===== config.mk =====
export PLATFORM = sky130hd
export DESIGN_NAME = mgmt_data_channel_req_tracker
export DESIGN_NICKNAME = d
export VERILOG_FILES = /design/src/rtl/mgmt_data_channel_req_tracker.sv
export SDC_FILE = /design/constraint.sdc
export NUM_CORES = 1
export LEC_CHECK = 0
export CAP_MARGIN = 25
export CORE_MARGIN = 4
export CORE_UTILIZATION = 42
export DETAILED_ROUTE_END_ITERATION = 6
export GPL_ROUTABILITY_DRIVEN = 1
export PLACE_DENSITY_LB_ADDON = 0.08
export SLEW_MARGIN = 40
export SYNTH_ARGS = -nofsm -noshare
export SYNTH_HDL_FRONTEND = slang
export SYNTH_SLANG_ARGS = --single-unit

===== constraint.sdc =====
create_clock -name clk -period 7.6 [get_ports clk]
set_input_delay 1.52 -clock clk [delete_from_list [all_inputs] [get_ports clk]]
set_output_delay 1.52 -clock clk [all_outputs]
set_load 0.01 [all_outputs]

===== src/rtl/mgmt_data_channel_req_tracker.sv =====
// Host-side request tracker for the management data channel: tags one host
// register access, issues it to the channel controller and returns one completion.
package mgmt_data_channel_pkg;

    typedef enum logic [2:0] {
        READ_REQ  = 3'd0,
        WRITE_REQ = 3'd1,
        READ_RSP  = 3'd2,
        WRITE_RSP = 3'd3,
        CRC_ERROR = 3'd4
    } Data_channel_cmd_t;

    typedef struct packed {
        logic [7:0]        tag;
        Data_channel_cmd_t command;
        logic [31:0]       address;
        logic [3:0]        byte_en;
        logic [31:0]       data;
        logic [1:0]        operation_status;
    } Data_channel_payload_t;

endpackage

module mgmt_data_channel_req_tracker
    import mgmt_data_channel_pkg::*;
#(
    parameter int unsigned TIMEOUT_CYCLES = 1024,
    parameter int unsigned MAX_RETRY      = 2,
    parameter logic [7:0]  TAG_INIT       = 8'd0
) (
    input  logic                  clk,
    input  logic                  reset,
    input  logic                  host_req_valid,
    output logic                  host_req_ready,
    input  logic                  host_req_write,
    input  logic [31:0]           host_req_addr,
    input  logic [31:0]           host_req_wdata,
    input  logic [3:0]            host_req_byte_en,
    output logic                  host_cpl_valid,
    output logic [31:0]           host_cpl_rdata,
    output logic [1:0]            host_cpl_status,
    input  logic                  link_operational,
    output logic                  req_valid,
    input  logic                  req_ack,
    output Data_channel_payload_t req_data_channel,
    input  logic                  res_valid,
    input  Data_channel_payload_t res_data_channel,
    output logic [15:0]           retry_cnt,
    output logic [15:0]           timeout_cnt,
    output logic [15:0]           stale_rsp_cnt
);

    typedef enum logic [1:0] {
        IDLE     = 2'd0,
        ISSUE    = 2'd1,
        WAIT_RSP = 2'd2,
        COMPLETE = 2'd3
    } state_t;

    localparam logic [1:0] ST_OK      = 2'b00;
    localparam logic [1:0] ST_REMOTE  = 2'b01;
    localparam logic [1:0] ST_CRC     = 2'b10;
    localparam logic [1:0] ST_TIMEOUT = 2'b11;

    state_t                r_state;
    state_t                w_next_state;
    logic [7:0]            r_tag;
    Data_channel_payload_t r_payload;
    logic                  r_is_write;
    logic [31:0]           r_retry;
    logic [31:0]           r_timer;
    logic [31:0]           r_cpl_rdata;
    logic [1:0]            r_cpl_status;
    logic [15:0]           r_retry_cnt;
    logic [15:0]           r_timeout_cnt;
    logic [15:0]           r_stale_cnt;

    logic                  w_match;
    logic                  w_accept;
    logic                  w_enter_wait;
    logic                  w_retry;
    logic                  w_finish;
    logic                  w_timeout_evt;
    logic                  w_stale;
    logic [1:0]            w_cpl_status;
    logic [31:0]           w_cpl_rdata;
    logic                  w_unused_rsp;

    // Ready is gated by reset so every output reads zero while reset is held.
    assign host_req_ready   = (r_state == IDLE) && link_operational && !reset;
    assign req_valid        = (r_state == ISSUE);
    assign host_cpl_valid   = (r_state == COMPLETE);
    assign host_cpl_rdata   = r_cpl_rdata;
    assign host_cpl_status  = r_cpl_status;
    assign req_data_channel = r_payload;
    assign retry_cnt        = r_retry_cnt;
    assign timeout_cnt      = r_timeout_cnt;
    assign stale_rsp_cnt    = r_stale_cnt;

    assign w_match      = res_valid && (res_data_channel.tag == r_tag);
    assign w_unused_rsp = ^{res_data_channel.address, res_data_channel.byte_en};

    always_ff @(posedge clk or posedge reset) begin
        if (reset) begin
            r_state <= IDLE;
        end else begin
            r_state <= w_next_state;
        end
    end

    // Priorities: a matching response beats link drop and timer expiry;
    // a link drop in ISSUE beats a same-cycle ack.
    always_comb begin
        w_next_state  = r_state;
        w_accept      = 1'b0;
        w_enter_wait  = 1'b0;
        w_retry       = 1'b0;
        w_finish      = 1'b0;
        w_timeout_evt = 1'b0;
        w_stale       = res_valid;
        w_cpl_status  = ST_OK;
        w_cpl_rdata   = 32'd0;
        case (r_state)
            IDLE: begin
                if (host_req_valid && host_req_ready) begin
                    w_accept     = 1'b1;
                    w_next_state = ISSUE;
                end
            end
            ISSUE: begin
                if (!link_operational) begin
                    w_finish      = 1'b1;
                    w_timeout_evt = 1'b1;
                    w_cpl_status  = ST_TIMEOUT;
                end else if (req_ack) begin
                    w_enter_wait = 1'b1;
                    w_next_state = WAIT_RSP;
                end
            end
            WAIT_RSP: begin
                w_stale = res_valid && !w_match;
                if (w_match) begin
                    if (res_data_channel.command == CRC_ERROR) begin
                        if (r_retry < MAX_RETRY) begin
                            w_retry      = 1'b1;
                            w_next_state = ISSUE;
                        end else begin
                            w_finish     = 1'b1;
                            w_cpl_status = ST_CRC;
                        end
                    end else if (res_data_channel.operation_status != 2'd0) begin
                        w_finish     = 1'b1;
                        w_cpl_status = ST_REMOTE;
                        w_cpl_rdata  = res_data_channel.data;
                    end else begin
                        w_finish     = 1'b1;
                        w_cpl_status = ST_OK;
                        w_cpl_rdata  = r_is_write ? 32'd0 : res_data_channel.data;
                    end
                end else if (!link_operational || (r_timer == TIMEOUT_CYCLES - 1)) begin
                    w_finish      = 1'b1;
                    w_timeout_evt = 1'b1;
                    w_cpl_status  = ST_TIMEOUT;
                end
            end
            COMPLETE: begin
                w_next_state = IDLE;
            end
            default: begin
                w_next_state = IDLE;
            end
        endcase
        if (w_finish) begin
            w_next_state = COMPLETE;
        end
    end

    always_ff @(posedge clk or posedge reset) begin
        if (reset) begin
            r_tag         <= TAG_INIT;
            r_payload     <= '0;
            r_is_write    <= 1'b0;
            r_retry       <= 32'd0;
            r_timer       <= 32'd0;
            r_cpl_rdata   <= 32'd0;
            r_cpl_status  <= 2'd0;
            r_retry_cnt   <= 16'd0;
            r_timeout_cnt <= 16'd0;
            r_stale_cnt   <= 16'd0;
        end else begin
            if (w_accept) begin
                r_payload.tag              <= r_tag;
                r_payload.command          <= host_req_write ? WRITE_REQ : READ_REQ;
                r_payload.address          <= host_req_addr;
                r_payload.byte_en          <= host_req_byte_en;
                r_payload.data             <= host_req_write ? host_req_wdata : 32'd0;
                r_payload.operation_status <= 2'd0;
                r_is_write                 <= host_req_write;
                r_retry                    <= 32'd0;
            end
            if (w_enter_wait) begin
                r_timer <= 32'd0;
            end else if (r_state == WAIT_RSP) begin
                r_timer <= r_timer + 32'd1;
            end
            if (w_retry) begin
                r_retry <= r_retry + 32'd1;
                if (r_retry_cnt != 16'hFFFF) begin
                    r_retry_cnt <= r_retry_cnt + 16'd1;
                end
            end
            if (w_finish) begin
                r_cpl_status <= w_cpl_status;
                r_cpl_rdata  <= w_cpl_rdata;
            end
            // The tag advances on every completion, error or not, wrapping at 256.
            if (r_state == COMPLETE) begin
                r_tag <= r_tag + 8'd1;
            end
            if (w_timeout_evt && (r_timeout_cnt != 16'hFFFF)) begin
                r_timeout_cnt <= r_timeout_cnt + 16'd1;
            end
            if (w_stale && (r_stale_cnt != 16'hFFFF)) begin
                r_stale_cnt <= r_stale_cnt + 16'd1;
            end
        end
    end

endmodule


[Word-level counts from Yosys, hierarchy flattened]
Index checks and enable logic that the tools add are counted.
Word-level totals
  output and inout port bits: 166
  word-level logic and storage cells: 98
  memories kept: 0
  memory bits (writable): 0
  bits in latches: 0
  register bits after elaboration: 236
  memory bits (read-only): 0
  input port bits: 156
Cells by class
  shift-type cells: 0
  multiply operators: 0
  mux-type cells: 44
  divide/modulo/power cells: 0
  add/subtract/negate cells: 6
  bitwise gates (word level): 0
  reduce and logical (&&, ||, !) cells: 17
  order comparisons: 1
  eq/ne operators: 15
Operator list (number)
  32-bit two-way mux: 10
  32-bit by 1-bit adder with 32-bit output, second input constant: 2
  16-bit by 1-bit adder with 16-bit output, second input constant: 3
  16-bit inequality test, second input constant: 3
  32-bit by 10-bit equality test with 1-bit output, second input constant: 1
  32-bit by 2-bit less-than comparator with 1-bit output, second input constant: 1
  2-bit two-way mux: 12
  1-bit two-way mux: 18
  3-bit inequality test, second input constant: 3
  8-bit by 1-bit adder with 8-bit output, second input constant: 1
  8-bit equality test: 1
  2-bit case mux with 4 select lines: 1
  1-bit logical AND: 7
  3-bit by 2-bit inequality test with 1-bit output, second input constant: 2
  6-bit AND reduction: 1
  2-bit nonzero test: 3
  2-bit equality test, second input constant: 2
  1-bit case mux with 2 select lines: 2
  2-bit case mux with 2 select lines: 1
  3-bit equality test, second input constant: 1
  1-bit zero test: 3
  3-bit by 1-bit inequality test with 1-bit output, second input constant: 1
  2-bit by 1-bit equality test with 1-bit output, second input constant: 1
  2-bit zero test: 1
  2 further kinds: 2

[Depth between registers and ports, before layout]
  word-level depth: 8
  gate-level depth with buffers: 9
  gate-level depth less buffers: 8

[Worst setup path before layout]
Ideal clock, no wire load.
  path kind: input port to output port
  start point: in reset
  end point: out host_req_ready
  required time: 6.080 ns
  arrival: 1.772 ns
  setup slack: 4.308 ns
  stages: 1
  buffers on the path: 0
  cells stage by stage: and3b_1
Between the ends
  word-level cells in the longest chain between the ends: 2
RTL lines
  start, declared: line 32  | input logic reset,
  1-bit zero test (no source line)
  1-bit logical AND: line 90  | assign host_req_ready = (r_state == IDLE) && link_operational && !reset;
  end, declared: line 34  | output logic host_req_ready,
No other way between the ends.

[Worst setup path in the final report]
  start point: in link_operational
  end point: out host_req_ready
Between the ends
  word-level cells in the longest chain between the ends: 2
RTL lines
  start, declared: line 42  | input logic link_operational,
  1-bit logical AND (2 in series): line 90
No other way between the ends.

==> flow_metrics.env <==
export IMPL_status="finished, final reports clean"
export IMPL_core_rowCount=56
export IMPL_cts_setup_buffers=0
export IMPL_avgViaCountPerCell=4.913
export IMPL_layout_commonest_cell="clkdlybuf4s50_1"
export IMPL_hp_class="flop to flop"
export IMPL_ys_ff_latch=233
export IMPL_clock_latency_ns=0.52
export IMPL_ys_flop_type="dfrtp_1"
export IMPL_avgSynthCellArea_sq_um=10.93
export IMPL_tns_ns=0
export IMPL_max_clock_path_buffers=3
export IMPL_critical_path_required_ns=6.08
export IMPL_slowest_stage="clkdlybuf4s50_1"
export IMPL_cts_clk_slew_worst_paths_ns=0.06
export IMPL_startpoint_type="input port"
export IMPL_crit_fanout=4
export IMPL_postRouteAntennaNets=0
export IMPL_leakage_nw=6.197
export IMPL_die_width_um=163.4
export IMPL_final_cell_mix="281 x clkdlybuf4s50_1, 233 x dfrtp_1, 126 x nand2_1"
export IMPL_die_height_um=163.4
export IMPL_drc=0
export IMPL_wl_per_cell_um=16.61
export IMPL_root_buffer="clkbuf_16"
export IMPL_syn_cell_area_sq_um=10140
export IMPL_ys_seq_area_share_pct=57.50
export IMPL_period_minus_slack_ns=4.426
export IMPL_powerDensity_nw_per_um2=308.7
export IMPL_p_total_mw=4.396
export IMPL_holdBufCountCts=0
export IMPL_coreArea_sq_um=23610
export IMPL_synth_largest_area_cell="dfrtp_1"
export IMPL_tightest_slew_ns=0.7651
export IMPL_cp_arrival_ns=2.91
export IMPL_yosys_warnings=0
export IMPL_rsz0062_at_grt="false"
export IMPL_antenna_found_initial=4
export IMPL_synth_edf_count=0
export IMPL_gp_congestion=0.7597
export IMPL_slew_viol_final=0
export IMPL_grt_ovfl_total=0
export IMPL_cts_sinks=233
export IMPL_r2r_setup_slack_ns=4.41
export IMPL_ys_async_sr_fraction_pct=100.0
export IMPL_fin_skew_ns=0.01011
export IMPL_synthCells=928
export IMPL_fillers=1987
export IMPL_grt_max_degree=144
export IMPL_totalWireLength_um=25680
export IMPL_endpoint_kind="output port"
export IMPL_max_cap_viol_count=0
export IMPL_fmax_mhz=225.9
export IMPL_setup_viol=0
export IMPL_htree_num_levels=1
export IMPL_design_area_sq_um=14240
export IMPL_finalNetCount=1375
export IMPL_final_hold_viol_count=0
export IMPL_place_ws_ns=3.177
export IMPL_criticalPathCategory="input port to output port"
export IMPL_crit_path_frequent_cell="clkdlybuf4s50_1"
export IMPL_first_iter_violations=478
export IMPL_hpwlAfterDp_um=17810
export IMPL_slowest_delay_ns=0.57
export IMPL_drive_gt1_share_pct=9.878
export IMPL_start_util_pct=42.94
export IMPL_synthDistinctLibCells=45
export IMPL_port_buffers=281
export IMPL_num_io_pins=322
export IMPL_first_pass_iters=4
export IMPL_via_count=7596
export IMPL_place_area_sq_um=13300
export IMPL_gr_usage_all_layers_pct=18.77
export IMPL_grt_pass1_wl_um=40960
export IMPL_synthTopCellsByArea="dfrtp_1 58%, mux2_2 5.6%, nand2_1 4.7%, xnor2_1 3.7%, mux2i_1 3.4%"
export IMPL_peakVddDrop_uv=256.2
export IMPL_cts_buffers=27
export IMPL_synth_top_cell_area_share_pct=57.50
export IMPL_first_global_vias=7516
export IMPL_slew_headroom_pct=49.00
export IMPL_area_delta_synth_final_pct=40.42
export IMPL_die_area_sq_um=26690
export IMPL_cts_tree="built"
export IMPL_worstPathCellList="clkdlybuf4s50_1 -> and3b_1 -> clkdlybuf4s50_1"
export IMPL_finalCritPeriodShare_pct=58.24
export IMPL_ctsResizeCount=0
export IMPL_setup_slack_ns=3.174
worst max-delay path: cells and delay by family:
kind	cells	cell delay [ns]
buffers and inverters	2	1.13
AND/OR/NAND/NOR	1	0.26
sequential cells by signal (all words and copies together), names as in the netlist, 2 cells and up:
| register | cells |
|---|---|
| timeout_cnt | 16 |
| host_cpl_status | 2 |
| stale_rsp_cnt | 16 |
| host_cpl_rdata | 32 |
| r_timer | 32 |
| r_retry | 32 |
| r_state | 2 |
| req_data_channel | 76 |
| r_tag | 8 |
| retry_cnt | 16 |
final cells by class:
class                      count  area [sq um]  share of cell area, %
sequential                   233          5831                  40.95
clock inverter                 6         80.08                 0.5624
inverter                      50         191.4                  1.344
timing repair buffer         293          2952                  20.73
multi-input combinational    603          3956                  27.79
antenna                        2         5.005                0.03515
clock buffer                  40         824.5                  5.791
tap                          319         399.1                  2.803
metrics by stage:
step	util, %	hold slack [ns]	std cells
global route	60.29	0.5093	1545
global placement	56.15	0.4618	1496
detailed placement	56.33	0.4698	1497
finish	60.30	0.4755	1546
floorplan	-	0.4647	931
CTS	60.16	0.4831	1543
synthesized netlist by cell type (all sizes together) (21+ instances only):
cell type and n:
nor2b 25, clkbuf 28, dfrtp 233, nand2 127
nor2 42, nor3 25, xnor2 43, nor4 21
mux2 50, inv 50, o21ai 46, nand3 33
nand4 26, xor2 38, mux2i 34
where the power goes:
group / switching (mW) / internal, mW / total (mW)
logic: 0.619 / 0.753 / 1.37
registers: 0.205 / 1.52 / 1.72
clock network: 0.490 / 0.809 / 1.30
total: 1.31 / 3.08 / 4.40
routing by layer:
| layer | vias up | part of all wire [%] | track usage, % |
|---|---|---|---|
| met1 | 3644 | 43 | 26.25 |
| met5 | - | 0.13 | 0 |
| met4 | 6 | 2.3 | 4.880 |
| met2 | 198 | 47 | 29.17 |
| li1 | 3696 | - | - |
| met3 | 52 | 7.6 | 5.122 |
final timing paths:
| kind | from | to | depth (start not counted) |
|---|---|---|---|
| setup / recovery | link_operational | host_req_ready | 3 |
| hold / removal | req_data_channel[17] | req_data_channel[17] | 2 |
| setup reg to reg | r_state[0] | r_timer[24] | 7 |
| hold reg to reg | req_data_channel[17] | req_data_channel[17] | 2 |
| max in group asynchronous | reset | retry_cnt[9] | 4 |
| min in group asynchronous | reset | r_timer[25] | 2 |
kinds of logic (layout without fill, tap and decap cells):
kind of cell / Yosys count / count (layout) / share of synthesized area [%]
simple gates: 345 / 345 / 16.91
compound gates: 78 / 78 / 4.331
other cells: 1 / 6 / 0.03698
mux: 84 / 84 / 8.909
xor+xnor: 81 / 81 / 6.997
flops: 233 / 233 / 57.50
buf+inv: 95 / 389 / 3.961
fa+ha+maj: 11 / 11 / 1.357
(Power assumes the default switching activity.)
